===== src/rtl/fractal_sync_pkg.sv =====
// ============================================================================
// fractal_sync_pkg
// Shared FSM state encoding and default widths for the fractal sync blocks.
// Revision: 1.0
// ============================================================================
`default_nettype none

package fractal_sync_pkg;

    localparam int unsigned DEFAULT_AGGR_WIDTH = 1;
    localparam int unsigned DEFAULT_ID_WIDTH   = 1;
    localparam int unsigned DEFAULT_SD_WIDTH   = 2;

    typedef enum logic [1:0] {
        ST_IDLE = 2'd0,
        ST_SYNC = 2'd1,
        ST_WAIT = 2'd2,
        ST_RESP = 2'd3
    } state_e;

endpackage

`default_nettype wire


===== src/rtl/fractal_if.sv =====
// ============================================================================
// fractal_if
// Synchronization link between a requester and a fractal sync tree node.
// Revision: 1.0
// ============================================================================
`default_nettype none

interface fractal_if #(
    parameter int unsigned AGGR_WIDTH = fractal_sync_pkg::DEFAULT_AGGR_WIDTH,
    parameter int unsigned ID_WIDTH   = fractal_sync_pkg::DEFAULT_ID_WIDTH,
    parameter int unsigned SD_WIDTH   = fractal_sync_pkg::DEFAULT_SD_WIDTH
) ();

    logic                  sync;
    logic [AGGR_WIDTH-1:0] aggr;
    logic [ID_WIDTH-1:0]   id;
    logic [SD_WIDTH-1:0]   src;
    logic                  wake;
    logic [SD_WIDTH-1:0]   dst;
    logic                  error;

    modport mst_port (
        output sync, aggr, id, src,
        input  wake, dst, error
    );

    modport slv_port (
        input  sync, aggr, id, src,
        output wake, dst, error
    );

endinterface

`default_nettype wire


===== src/rtl/fractal_sync_tx.sv =====
// ============================================================================
// fractal_sync_tx
// Core-side barrier requester: issues one sync pulse upstream, waits for a
// matching wake (or error) and returns a completion to the core.
// Optional wake watchdog: define FRACTAL_SYNC_TX_TIMEOUT_EN.
// Revision: 1.0
// ============================================================================
`default_nettype none

module fractal_sync_tx
    import fractal_sync_pkg::*;
#(
    parameter int unsigned        AGGR_WIDTH     = DEFAULT_AGGR_WIDTH,
    parameter int unsigned        ID_WIDTH       = DEFAULT_ID_WIDTH,
    parameter int unsigned        SD_WIDTH       = DEFAULT_SD_WIDTH,
    parameter logic [SD_WIDTH-1:0] SRC_MASK      = 'b01,
    parameter int unsigned        TIMEOUT_CYCLES = 1024
) (
    input  logic                  clk_i,
    input  logic                  rst_i,
    input  logic                  req_valid_i,
    output logic                  req_ready_o,
    input  logic [AGGR_WIDTH-1:0] req_aggr_i,
    input  logic [ID_WIDTH-1:0]   req_id_i,
    output logic                  resp_valid_o,
    input  logic                  resp_ready_i,
    output logic                  resp_error_o,
    output logic                  spurious_o,
    fractal_if.mst_port           sync_mst
);

    if ($countones(SRC_MASK) != 1) begin : g_src_mask_check
        $error("SRC_MASK must have exactly one bit set");
    end
    if (TIMEOUT_CYCLES < 1) begin : g_timeout_check
        $error("TIMEOUT_CYCLES must be at least 1");
    end

    state_e                r_state;
    state_e                w_state_next;
    logic [AGGR_WIDTH-1:0] r_aggr;
    logic [ID_WIDTH-1:0]   r_id;
    logic                  r_err;
    logic                  r_spurious;
    logic                  w_wake_match;
    logic                  w_wd_expired;
    logic                  w_sync;
    logic [AGGR_WIDTH-1:0] w_aggr;
    logic [ID_WIDTH-1:0]   w_id;
    logic [SD_WIDTH-1:0]   w_src;

    assign w_wake_match = sync_mst.wake && ((sync_mst.dst & SRC_MASK) != '0);

`ifdef FRACTAL_SYNC_TX_TIMEOUT_EN
    localparam int unsigned c_CNT_WIDTH = $clog2(TIMEOUT_CYCLES + 1);

    logic [c_CNT_WIDTH-1:0] r_wd_cnt;

    // Held at zero outside WAIT, so every WAIT entry starts a fresh count.
    always_ff @(posedge clk_i) begin
        if (rst_i || (r_state != ST_WAIT)) begin
            r_wd_cnt <= '0;
        end else begin
            r_wd_cnt <= r_wd_cnt + 1'b1;
        end
    end

    assign w_wd_expired = (r_wd_cnt == c_CNT_WIDTH'(TIMEOUT_CYCLES - 1));
`else
    assign w_wd_expired = 1'b0;
`endif

    always_ff @(posedge clk_i) begin
        if (rst_i) begin
            r_state <= ST_IDLE;
        end else begin
            r_state <= w_state_next;
        end
    end

    always_ff @(posedge clk_i) begin
        if (rst_i) begin
            r_aggr     <= '0;
            r_id       <= '0;
            r_err      <= 1'b0;
            r_spurious <= 1'b0;
        end else begin
            r_spurious <= w_wake_match && (r_state != ST_WAIT);
            if ((r_state == ST_IDLE) && req_valid_i) begin
                r_aggr <= req_aggr_i;
                r_id   <= req_id_i;
            end
            // A matching wake wins over error-only and watchdog exits.
            if ((r_state == ST_WAIT) && (w_state_next == ST_RESP)) begin
                r_err <= w_wake_match ? sync_mst.error : 1'b1;
            end
        end
    end

    always_comb begin
        w_state_next = r_state;
        case (r_state)
            ST_IDLE: if (req_valid_i) w_state_next = ST_SYNC;
            ST_SYNC: w_state_next = ST_WAIT;
            ST_WAIT: begin
                if (w_wake_match || sync_mst.error || w_wd_expired) begin
                    w_state_next = ST_RESP;
                end
            end
            ST_RESP: if (resp_ready_i) w_state_next = ST_IDLE;
            default: w_state_next = ST_IDLE;
        endcase
    end

    // Outputs are forced low while reset is asserted, independent of state.
    always_comb begin
        req_ready_o  = 1'b0;
        resp_valid_o = 1'b0;
        resp_error_o = 1'b0;
        spurious_o   = 1'b0;
        w_sync       = 1'b0;
        w_aggr       = '0;
        w_id         = '0;
        w_src        = '0;
        if (!rst_i) begin
            spurious_o = r_spurious;
            case (r_state)
                ST_IDLE: req_ready_o = 1'b1;
                ST_SYNC: begin
                    w_sync = 1'b1;
                    w_aggr = r_aggr;
                    w_id   = r_id;
                    w_src  = SRC_MASK;
                end
                ST_RESP: begin
                    resp_valid_o = 1'b1;
                    resp_error_o = r_err;
                end
                default: ;
            endcase
        end
    end

    assign sync_mst.sync = w_sync;
    assign sync_mst.aggr = w_aggr;
    assign sync_mst.id   = w_id;
    assign sync_mst.src  = w_src;

endmodule

`default_nettype wire


===== src/flat_wrapper.sv =====
// flat-port wrapper written by rule: the top's interface ports become plain ports
module fractal_sync_tx_flat import fractal_sync_pkg::*;
#(
    parameter int unsigned        AGGR_WIDTH     = DEFAULT_AGGR_WIDTH,
    parameter int unsigned        ID_WIDTH       = DEFAULT_ID_WIDTH,
    parameter int unsigned        SD_WIDTH       = DEFAULT_SD_WIDTH,
    parameter logic [SD_WIDTH-1:0] SRC_MASK      = 'b01,
    parameter int unsigned        TIMEOUT_CYCLES = 1024
)
  (clk_i, rst_i, req_valid_i, req_ready_o, req_aggr_i, req_id_i, resp_valid_o, resp_ready_i, resp_error_o, spurious_o, sync_mst_sync, sync_mst_aggr, sync_mst_id, sync_mst_src, sync_mst_wake, sync_mst_dst, sync_mst_error);
  fractal_if #(.AGGR_WIDTH(AGGR_WIDTH), .ID_WIDTH(ID_WIDTH), .SD_WIDTH(SD_WIDTH)) sync_mst_i ();
  input  logic clk_i;
  input  logic rst_i;
  input  logic req_valid_i;
  output logic req_ready_o;
  input  logic [AGGR_WIDTH-1:0] req_aggr_i;
  input  logic [ID_WIDTH-1:0] req_id_i;
  output logic resp_valid_o;
  input  logic resp_ready_i;
  output logic resp_error_o;
  output logic spurious_o;
  output wire logic [$bits(sync_mst_i.sync)-1:0] sync_mst_sync;
  output wire logic [$bits(sync_mst_i.aggr)-1:0] sync_mst_aggr;
  output wire logic [$bits(sync_mst_i.id)-1:0] sync_mst_id;
  output wire logic [$bits(sync_mst_i.src)-1:0] sync_mst_src;
  input wire logic [$bits(sync_mst_i.wake)-1:0] sync_mst_wake;
  input wire logic [$bits(sync_mst_i.dst)-1:0] sync_mst_dst;
  input wire logic [$bits(sync_mst_i.error)-1:0] sync_mst_error;
  assign sync_mst_sync = sync_mst_i.sync;
  assign sync_mst_aggr = sync_mst_i.aggr;
  assign sync_mst_id = sync_mst_i.id;
  assign sync_mst_src = sync_mst_i.src;
  assign sync_mst_i.wake = sync_mst_wake;
  assign sync_mst_i.dst = sync_mst_dst;
  assign sync_mst_i.error = sync_mst_error;
  fractal_sync_tx #(.AGGR_WIDTH(AGGR_WIDTH), .ID_WIDTH(ID_WIDTH), .SD_WIDTH(SD_WIDTH), .SRC_MASK(SRC_MASK), .TIMEOUT_CYCLES(TIMEOUT_CYCLES)) u_core (.clk_i(clk_i), .rst_i(rst_i), .req_valid_i(req_valid_i), .req_ready_o(req_ready_o), .req_aggr_i(req_aggr_i), .req_id_i(req_id_i), .resp_valid_o(resp_valid_o), .resp_ready_i(resp_ready_i), .resp_error_o(resp_error_o), .spurious_o(spurious_o), .sync_mst(sync_mst_i));
endmodule

===== config.mk =====
export PLATFORM = sky130hd
export DESIGN_NAME = fractal_sync_tx_flat
export DESIGN_NICKNAME = d
export VERILOG_FILES = /design/src/rtl/fractal_sync_pkg.sv /design/src/rtl/fractal_if.sv /design/src/rtl/fractal_sync_tx.sv /design/src/flat_wrapper.sv
export SDC_FILE = /design/constraint.sdc
export NUM_CORES = 1
export LEC_CHECK = 0
export CORE_AREA = 4 4 41 43
export DETAILED_ROUTE_END_ITERATION = 8
export DIE_AREA = 0 0 45 47
export GPL_ROUTABILITY_DRIVEN = 0
export HOLD_SLACK_MARGIN = 0.06
export PLACE_DENSITY = 0.65
export SKIP_LAST_GASP = 1
export SLEW_MARGIN = 20
export SYNTH_ARGS = -nofsm -noshare
export SYNTH_HDL_FRONTEND = slang
export SYNTH_SLANG_ARGS = --single-unit
export TNS_END_PERCENT = 10

===== constraint.sdc =====
create_clock -name clk_i -period 1.35 [get_ports clk_i]
set_clock_uncertainty 0.2 [all_clocks]
set_input_delay 0.2025 -clock clk_i [delete_from_list [all_inputs] [get_ports clk_i]]
set_output_delay 0.2025 -clock clk_i [all_outputs]
set_load 0.02 [all_outputs]

==> impl_metrics.prom, run 1 <==
# TYPE chip_impl_metric gauge
chip_impl_info{name="critical_path.slowest_cell",value="dfxtp_4"} 1
chip_impl_metric{name="achievable-frequency",unit="MHz"} 674
chip_impl_metric{name="ctsLongestPathBuffers",unit=""} 2
chip_impl_metric{name="worstPathRequired",unit="ns"} 0.95
chip_impl_metric{name="maxSlewViolCount",unit=""} 0
chip_impl_info{name="hold_path.class",value="in -> reg"} 1
chip_impl_metric{name="grt_max_degree",unit=""} 9
chip_impl_metric{name="critical_path.n_buffers_inverters",unit=""} 1
chip_impl_metric{name="detailed_place.area",unit="sq um"} 593
chip_impl_info{name="synth_flop_cell",value="dfxtp_1"} 1
chip_impl_info{name="most_common_library_cells_after_synthesis",value="dfxtp_1, nand2b_1, nor2b_1"} 1
chip_impl_metric{name="finalSetupViolCount",unit=""} 9
chip_impl_metric{name="syn_inst",unit=""} 39
chip_impl_metric{name="mappedNetlistNets",unit=""} 49
chip_impl_metric{name="yosys_warnings",unit=""} 0
chip_impl_metric{name="residual_drc_count",unit=""} 0
chip_impl_metric{name="first_global_vias",unit=""} 325
chip_impl_info{name="cts_tree",value="yes"} 1
chip_impl_metric{name="grt.overflow.total",unit=""} 0
chip_impl_info{name="run_status",value="complete, but fails checks"} 1
chip_impl_info{name="crit_type",value="reg -> out"} 1
chip_impl_metric{name="synth-seq-area-share",unit="%"} 33.2
chip_impl_info{name="violated_checks",value="setup timing"} 1
chip_impl_info{name="timing.critical_path.max_delay_family",value="simple AND/OR/NAND/NOR gates"} 1
chip_impl_metric{name="design.die.area",unit="sq mm"} 0.00212
chip_impl_metric{name="std_cell_rows",unit=""} 13
chip_impl_metric{name="whs",unit="ns"} 0.320
chip_impl_metric{name="fin_area",unit="sq um"} 629
chip_impl_metric{name="total_routed_length",unit="um"} 815
chip_impl_info{name="grt_setup_unrepaired",value="true"} 1
chip_impl_metric{name="layout.filler_cells",unit=""} 139
chip_impl_metric{name="antenna_found_initial",unit=""} 0
chip_impl_metric{name="crit_path_max_fanout",unit=""} 4
chip_impl_metric{name="detailedRoute.firstPassIterationCount",unit=""} 2
chip_impl_metric{name="finalCritPeriodShare",unit="%"} 110
chip_impl_metric{name="cts.clk_slew.worst_paths",unit="ns"} 0.05
chip_impl_metric{name="cts.sinks",unit=""} 6
chip_impl_metric{name="initial_core_utilization",unit="%"} 27.8
chip_impl_info{name="setup.worst_path.start_class",value="flop"} 1
chip_impl_metric{name="syn_area_per_cell",unit="sq um"} 9.27
chip_impl_metric{name="post_route_cells_drive_above_1_share",unit="%"} 46.2
chip_impl_metric{name="globalRouteTotalUtil",unit="%"} 9.57
chip_impl_metric{name="edff_count_synth",unit=""} 0
chip_impl_metric{name="synth_top_cell_area_share",unit="%"} 33.2
chip_impl_metric{name="placeableCoreArea",unit="sq mm"} 0.00130
chip_impl_metric{name="antenna_cells_inserted",unit=""} 0
chip_impl_metric{name="nNetsFinal",unit=""} 77
chip_impl_info{name="synth_area_leaders",value="dfxtp_1, nand2b_1, nor2b_1, a32o_1, mux2i_1"} 1
chip_impl_metric{name="clk-insertion-delay-late",unit="ns"} 0.24
chip_impl_metric{name="fin_ws",unit="ns"} -0.134
chip_impl_info{name="clock-root-buffer",value="clkbuf_4"} 1
chip_impl_metric{name="vias",unit=""} 355
chip_impl_metric{name="syn_area",unit="sq um"} 362
chip_impl_metric{name="power.density_cell_area",unit="mW/mm^2"} 880
chip_impl_metric{name="detail_route.wl_per_cell",unit="um"} 10.2
chip_impl_metric{name="numPortBuffers",unit=""} 16
chip_impl_metric{name="count_of_distinct_cell_types_in_the_synthesized_netlist",unit=""} 20
chip_impl_metric{name="cap_violations",unit=""} 0
chip_impl_metric{name="htree_levels",unit=""} 1
chip_impl_metric{name="drt_first_iter_violations",unit=""} 6
chip_impl_metric{name="crit_arrival",unit="ns"} 1.08
chip_impl_metric{name="antenna_left",unit=""} 0
chip_impl_metric{name="period_minus_slack",unit="ns"} 1.48
chip_impl_info{name="path_cells",value="and3b_2, and2_1, buf_6"} 1
chip_impl_metric{name="fp.dieH",unit="um"} 47
chip_impl_metric{name="post-dp-hpwl",unit="um"} 658
chip_impl_metric{name="synth_seq_cells",unit=""} 6
chip_impl_metric{name="worst_path_largest_cell_delay",unit="ns"} 0.35
chip_impl_metric{name="total_leakage_power",unit="nW"} 0.286
chip_impl_metric{name="vias_per_cell",unit=""} 4.44
chip_impl_metric{name="finalHoldViolCount",unit=""} 0
chip_impl_metric{name="area.growth.synth_to_final",unit="%"} 74.0
chip_impl_metric{name="vdd.ir_drop.worst",unit="V"} 0.000529
chip_impl_metric{name="die_width",unit="um"} 45
chip_impl_info{name="cp-end-kind",value="primary output"} 1
chip_impl_metric{name="holdBufCountCts",unit=""} 0
chip_impl_info{name="synth_top_cell_by_area",value="dfxtp_1"} 1
chip_impl_metric{name="wire_length_of_the_first_global_routing_pass",unit="um"} 1340
chip_impl_info{name="synth.most_common_cell",value="dfxtp_1"} 1
chip_impl_metric{name="async_flop_share",unit="%"} 0
chip_impl_metric{name="io-pin-count",unit=""} 19
chip_impl_metric{name="cts_inserted_buffers",unit=""} 3
==> registers in the layout, indices dropped and copies added, names as in the netlist <==
| name | count |
|---|---|
| u_core.r_state | 2 |
| u_core.r_aggr | 1 |
| u_core.r_err | 1 |
| u_core.r_id | 1 |
| u_core.r_spurious | 1 |
==> metal layers <==
metal | global-route usage, % | wire length, um
met5 | 0 | 0
met4 | 8.77 | 11
met3 | 3.83 | 86
met2 | 13.6 | 373
met1 | 10.9 | 343
==> worst paths after layout <==
check                    startpoint  cells after the start  slack, ns           endpoint
hold reg to reg        u_core.r_err                      2       0.38       u_core.r_err
setup / recovery  u_core.r_state[1]                      3      -0.13       resp_error_o
setup reg to reg  u_core.r_state[0]                      4      -0.03  u_core.r_state[0]
hold / removal                rst_i                      3       0.32  u_core.r_state[1]
==> area by class of cell <==
cell class                      count  area (sq um)  area share [%]
Inverter                            1          3.75           0.596
Sequential cell                     6           125            19.9
Timing Repair Buffer               28           245            39.0
Tap cell                           15          18.8            2.98
Multi-Input combinational cell     27           214            34.0
Clock buffer                        3          22.5            3.58
==> cells by family after synthesis <==
logic type / after synthesis / synth area share (%)
AND/OR/NAND/NOR: 19 / 37.4
flip-flops: 6 / 33.2
buffers and inverters: 6 / 11.1
AO/OA/AOI/OAI: 5 / 11.8
multiplexers: 2 / 5.54
other: 1 / 1.04
==> power breakdown <==
part	leakage (nW)	internal, mW	total [mW]	switching, mW
sequential	0.0503	0.195	0.207	0.0121
combinational	0.222	0.105	0.176	0.0707
clock	0.0138	0.101	0.170	0.0694
total	0.286	0.402	0.554	0.152
==> tightest hold or removal path: cells and delay by family <==
family | cells | cell delay, ns
buffers and inverters | 1 | 0.34
AOI/OAI and AO/OA | 2 | 0.19
==> layout by cell type, fill, tap and decap left out, types with 2 or more instances in the layout <==
cell,synthesis,routed
nor3_1,2,2
a32o_1,2,2
and2_4,0,2
mux2i_1,2,2
nand2b_1,4,4
buf_6,1,3
nor3b_4,1,2
clkbuf_4,0,3
buf_4,2,14
clkdlybuf4s15_2,0,2
dfxtp_1,6,4
nand2_1,2,2
nor2b_1,4,4
clkdlybuf4s50_1,0,7
==> per-stage QoR <==
stage	instances	total power [mW]	setup slack [ns]	utilization (%)	setup TNS [ns]
after floorplan	39	0.311	-0.0585	-	-0.127
after global placement	75	0.379	-0.799	45.6	-6.90
after detailed placement	75	0.382	-0.819	45.6	-7.02
after CTS	80	0.564	-0.150	48.4	-1.15
after global routing	80	0.593	-0.220	48.4	-1.76
final	80	0.554	-0.134	48.4	-1.01
==> repair_timing <==
| item | CTS | global route |
|---|---|---|
| buffers inserted | 2 | 0 |
| resized for setup | 42 | 0 |
| pin swaps | 3 | 0 |
| setup endpoints to repair | 10 | 12 |
Power figures use the tool's default switching activity.
==> run 2: changes to the inputs <==
--- a/config.mk
+++ b/config.mk
@@ -16,4 +16,4 @@
 export SYNTH_ARGS = -nofsm -noshare
 export SYNTH_HDL_FRONTEND = slang
 export SYNTH_SLANG_ARGS = --single-unit
-export TNS_END_PERCENT = 10
+export TNS_END_PERCENT = 50
==> impl_metrics.prom, run 2 (same netlist as run 1, synthesis figures left out) <==
# TYPE chip_impl_metric gauge
chip_impl_metric{name="timing.setup.tns",unit="ns"} -0.782
chip_impl_info{name="clock-root-buffer",value="clkbuf_4"} 1
chip_impl_metric{name="vias_per_cell",unit=""} 4.46
chip_impl_metric{name="whs_path_depth",unit=""} 2
chip_impl_metric{name="placedCellCount",unit=""} 73
chip_impl_metric{name="std_cell_rows",unit=""} 13
chip_impl_metric{name="cts.clk_slew.worst_paths",unit="ns"} 0.05
chip_impl_metric{name="r2r_setup_slack",unit="ns"} -0.04
chip_impl_info{name="hold_path.class",value="reg -> reg"} 1
chip_impl_info{name="r2r_end",value="u_core.r_id"} 1
chip_impl_metric{name="grt.overflow.total",unit=""} 0
chip_impl_metric{name="crit_path_max_fanout",unit=""} 3
chip_impl_metric{name="antenna_cells_inserted",unit=""} 0
chip_impl_metric{name="vias",unit=""} 339
chip_impl_metric{name="detail_route.wl_per_cell",unit="um"} 11.0
chip_impl_metric{name="period_minus_slack",unit="ns"} 1.48
chip_impl_metric{name="finalSetupViolCount",unit=""} 9
chip_impl_metric{name="largest_register_ffs",unit=""} 2
chip_impl_metric{name="post_route_cells_drive_above_1_share",unit="%"} 45.9
chip_impl_info{name="layout_common_cells",value="buf_4, clkdlybuf4s50_1"} 1
chip_impl_metric{name="antenna_left",unit=""} 0
chip_impl_info{name="run_status",value="complete, but fails checks"} 1
chip_impl_metric{name="antenna_found_initial",unit=""} 0
chip_impl_metric{name="post-layout-total-power",unit="uW"} 541
chip_impl_metric{name="layout.core_utilization",unit="%"} 46.3
chip_impl_metric{name="post-cts-setup-buffer-count",unit=""} 0
chip_impl_metric{name="detailedRoute.firstPassIterationCount",unit=""} 2
chip_impl_metric{name="power.density_cell_area",unit="mW/mm^2"} 897
chip_impl_metric{name="total_routed_length",unit="um"} 834
chip_impl_metric{name="worstPathRequired",unit="ns"} 0.95
chip_impl_metric{name="design.die.area",unit="sq mm"} 0.00212
chip_impl_metric{name="globalRouteTotalUtil",unit="%"} 9.64
chip_impl_metric{name="drt_first_iter_violations",unit=""} 5
chip_impl_metric{name="final_cell_count_no_fill",unit=""} 76
chip_impl_metric{name="residual_drc_count",unit=""} 0
chip_impl_metric{name="grt_max_degree",unit=""} 10
chip_impl_metric{name="placeableCoreArea",unit="sq mm"} 0.00130
chip_impl_metric{name="worstRegToRegCells",unit=""} 4
chip_impl_metric{name="finalCritPeriodShare",unit="%"} 110
chip_impl_metric{name="initial_core_utilization",unit="%"} 27.8
chip_impl_metric{name="fin_ws",unit="ns"} -0.134
chip_impl_info{name="grt_setup_unrepaired",value="true"} 1
chip_impl_metric{name="vdd.ir_drop.worst",unit="V"} 0.000450
chip_impl_metric{name="first_global_vias",unit=""} 377
chip_impl_metric{name="die_width",unit="um"} 45
chip_impl_metric{name="htree_levels",unit=""} 1
chip_impl_metric{name="ctsLongestPathBuffers",unit=""} 2
chip_impl_info{name="cp-end-kind",value="primary output"} 1
chip_impl_info{name="hold_startpoint",value="u_core.r_aggr"} 1
chip_impl_metric{name="cts.sinks",unit=""} 6
chip_impl_metric{name="cap_violations",unit=""} 0
chip_impl_metric{name="numPortBuffers",unit=""} 16
chip_impl_metric{name="finalHoldViolCount",unit=""} 0
chip_impl_metric{name="io-pin-count",unit=""} 19
chip_impl_metric{name="maxSlewViolCount",unit=""} 0
chip_impl_metric{name="crit_arrival",unit="ns"} 1.08
chip_impl_info{name="crit_type",value="reg -> out"} 1
chip_impl_info{name="regMostFlops",value="u_core.r_state"} 1
chip_impl_metric{name="nNetsFinal",unit=""} 73
chip_impl_info{name="setup.worst_path.start_class",value="flop"} 1
chip_impl_metric{name="achievable-frequency",unit="MHz"} 674
chip_impl_metric{name="clk-insertion-delay-late",unit="ns"} 0.24
chip_impl_info{name="cts_tree",value="yes"} 1
chip_impl_metric{name="area.growth.synth_to_final",unit="%"} 66.8
chip_impl_metric{name="cts_inserted_buffers",unit=""} 3
chip_impl_metric{name="wire_length_of_the_first_global_routing_pass",unit="um"} 1460
chip_impl_info{name="worst_hold_path.endpoint",value="u_core.r_aggr"} 1
chip_impl_metric{name="post-dp-hpwl",unit="um"} 665
chip_impl_info{name="r2r_start",value="u_core.r_state[1]"} 1
chip_impl_metric{name="fp.dieH",unit="um"} 47
chip_impl_info{name="violated_checks",value="setup timing"} 1
chip_impl_metric{name="total_leakage_power",unit="nW"} 0.271
chip_impl_info{name="final_common_cell",value="buf_4"} 1
==> run 2: cell count changes in the layout (fill, tap and decap cells not counted) <==
cell,change
clkdlybuf4s15_2,-2
and2_4,+1
and2_1,-1
buf_4,-3
buf_6,+1
nor3_1,-1
nor3_2,+1
==> run 2: worst max-delay path by stage <==
stage | from | to | cells after the start
2_1_floorplan | u_core.r_state[0] | sync_mst_aggr | 3
3_3_place_gp | rst_i | resp_error_o | 4
3_5_place_dp | rst_i | resp_error_o | 4
4_1_cts | u_core.r_state[0] | sync_mst_id | 3
5_1_grt | u_core.r_state[0] | sync_mst_aggr | 3
6_report | u_core.r_state[1] | resp_error_o | 3
==> run 2: area by class of cell <==
class	instances	area [sq um]
fill	143	698
multi-input combinational	27	221
timing repair buffer	24	211
sequential	6	125
clock buffer	3	22.5
tap	15	18.8
inverter	1	3.75
==> run 2: stage by stage <==
step	hold WS [ns]	cell area (sq um)	setup WS [ns]
2_1_floorplan	0.112	382	-0.0570
3_3_place_gp	0.264	578	-0.765
3_5_place_dp	0.272	578	-0.759
4_1_cts	0.279	607	-0.136
5_1_grt	0.298	603	-0.185
6_report	0.280	603	-0.134
==> run 2: where the power goes <==
part / leakage, nW / switching (mW) / internal [mW]
Sequential: 0.0503 / 0.0119 / 0.195
Combinational: 0.207 / 0.0719 / 0.0957
Clock: 0.0138 / 0.0655 / 0.101
==> run 2: critical path, stage by stage (launching register included) <==
cell	delay (ns)
dfxtp_4	0.35
and3b_2	0.21
and2_4	0.16
buf_6	0.12
==> run 2: per-layer routing <==
| metal | vias to the layer above | wire, um | GRT usage (%) |
|---|---|---|---|
| li1 | 174 | - | - |
| met5 | - | 0 | 0 |
| met3 | 2 | 84 | 2.68 |
| met1 | 147 | 383 | 11.4 |
| met2 | 16 | 357 | 15.8 |
| met4 | 0 | 8 | 5.26 |
==> run 2: timing repair <==
item	4_1_cts	5_1_grt
resized for setup	44	5
gates cloned	0	0
hold buffers	0	0
pin swaps	3	0
setup endpoints to repair	10	12
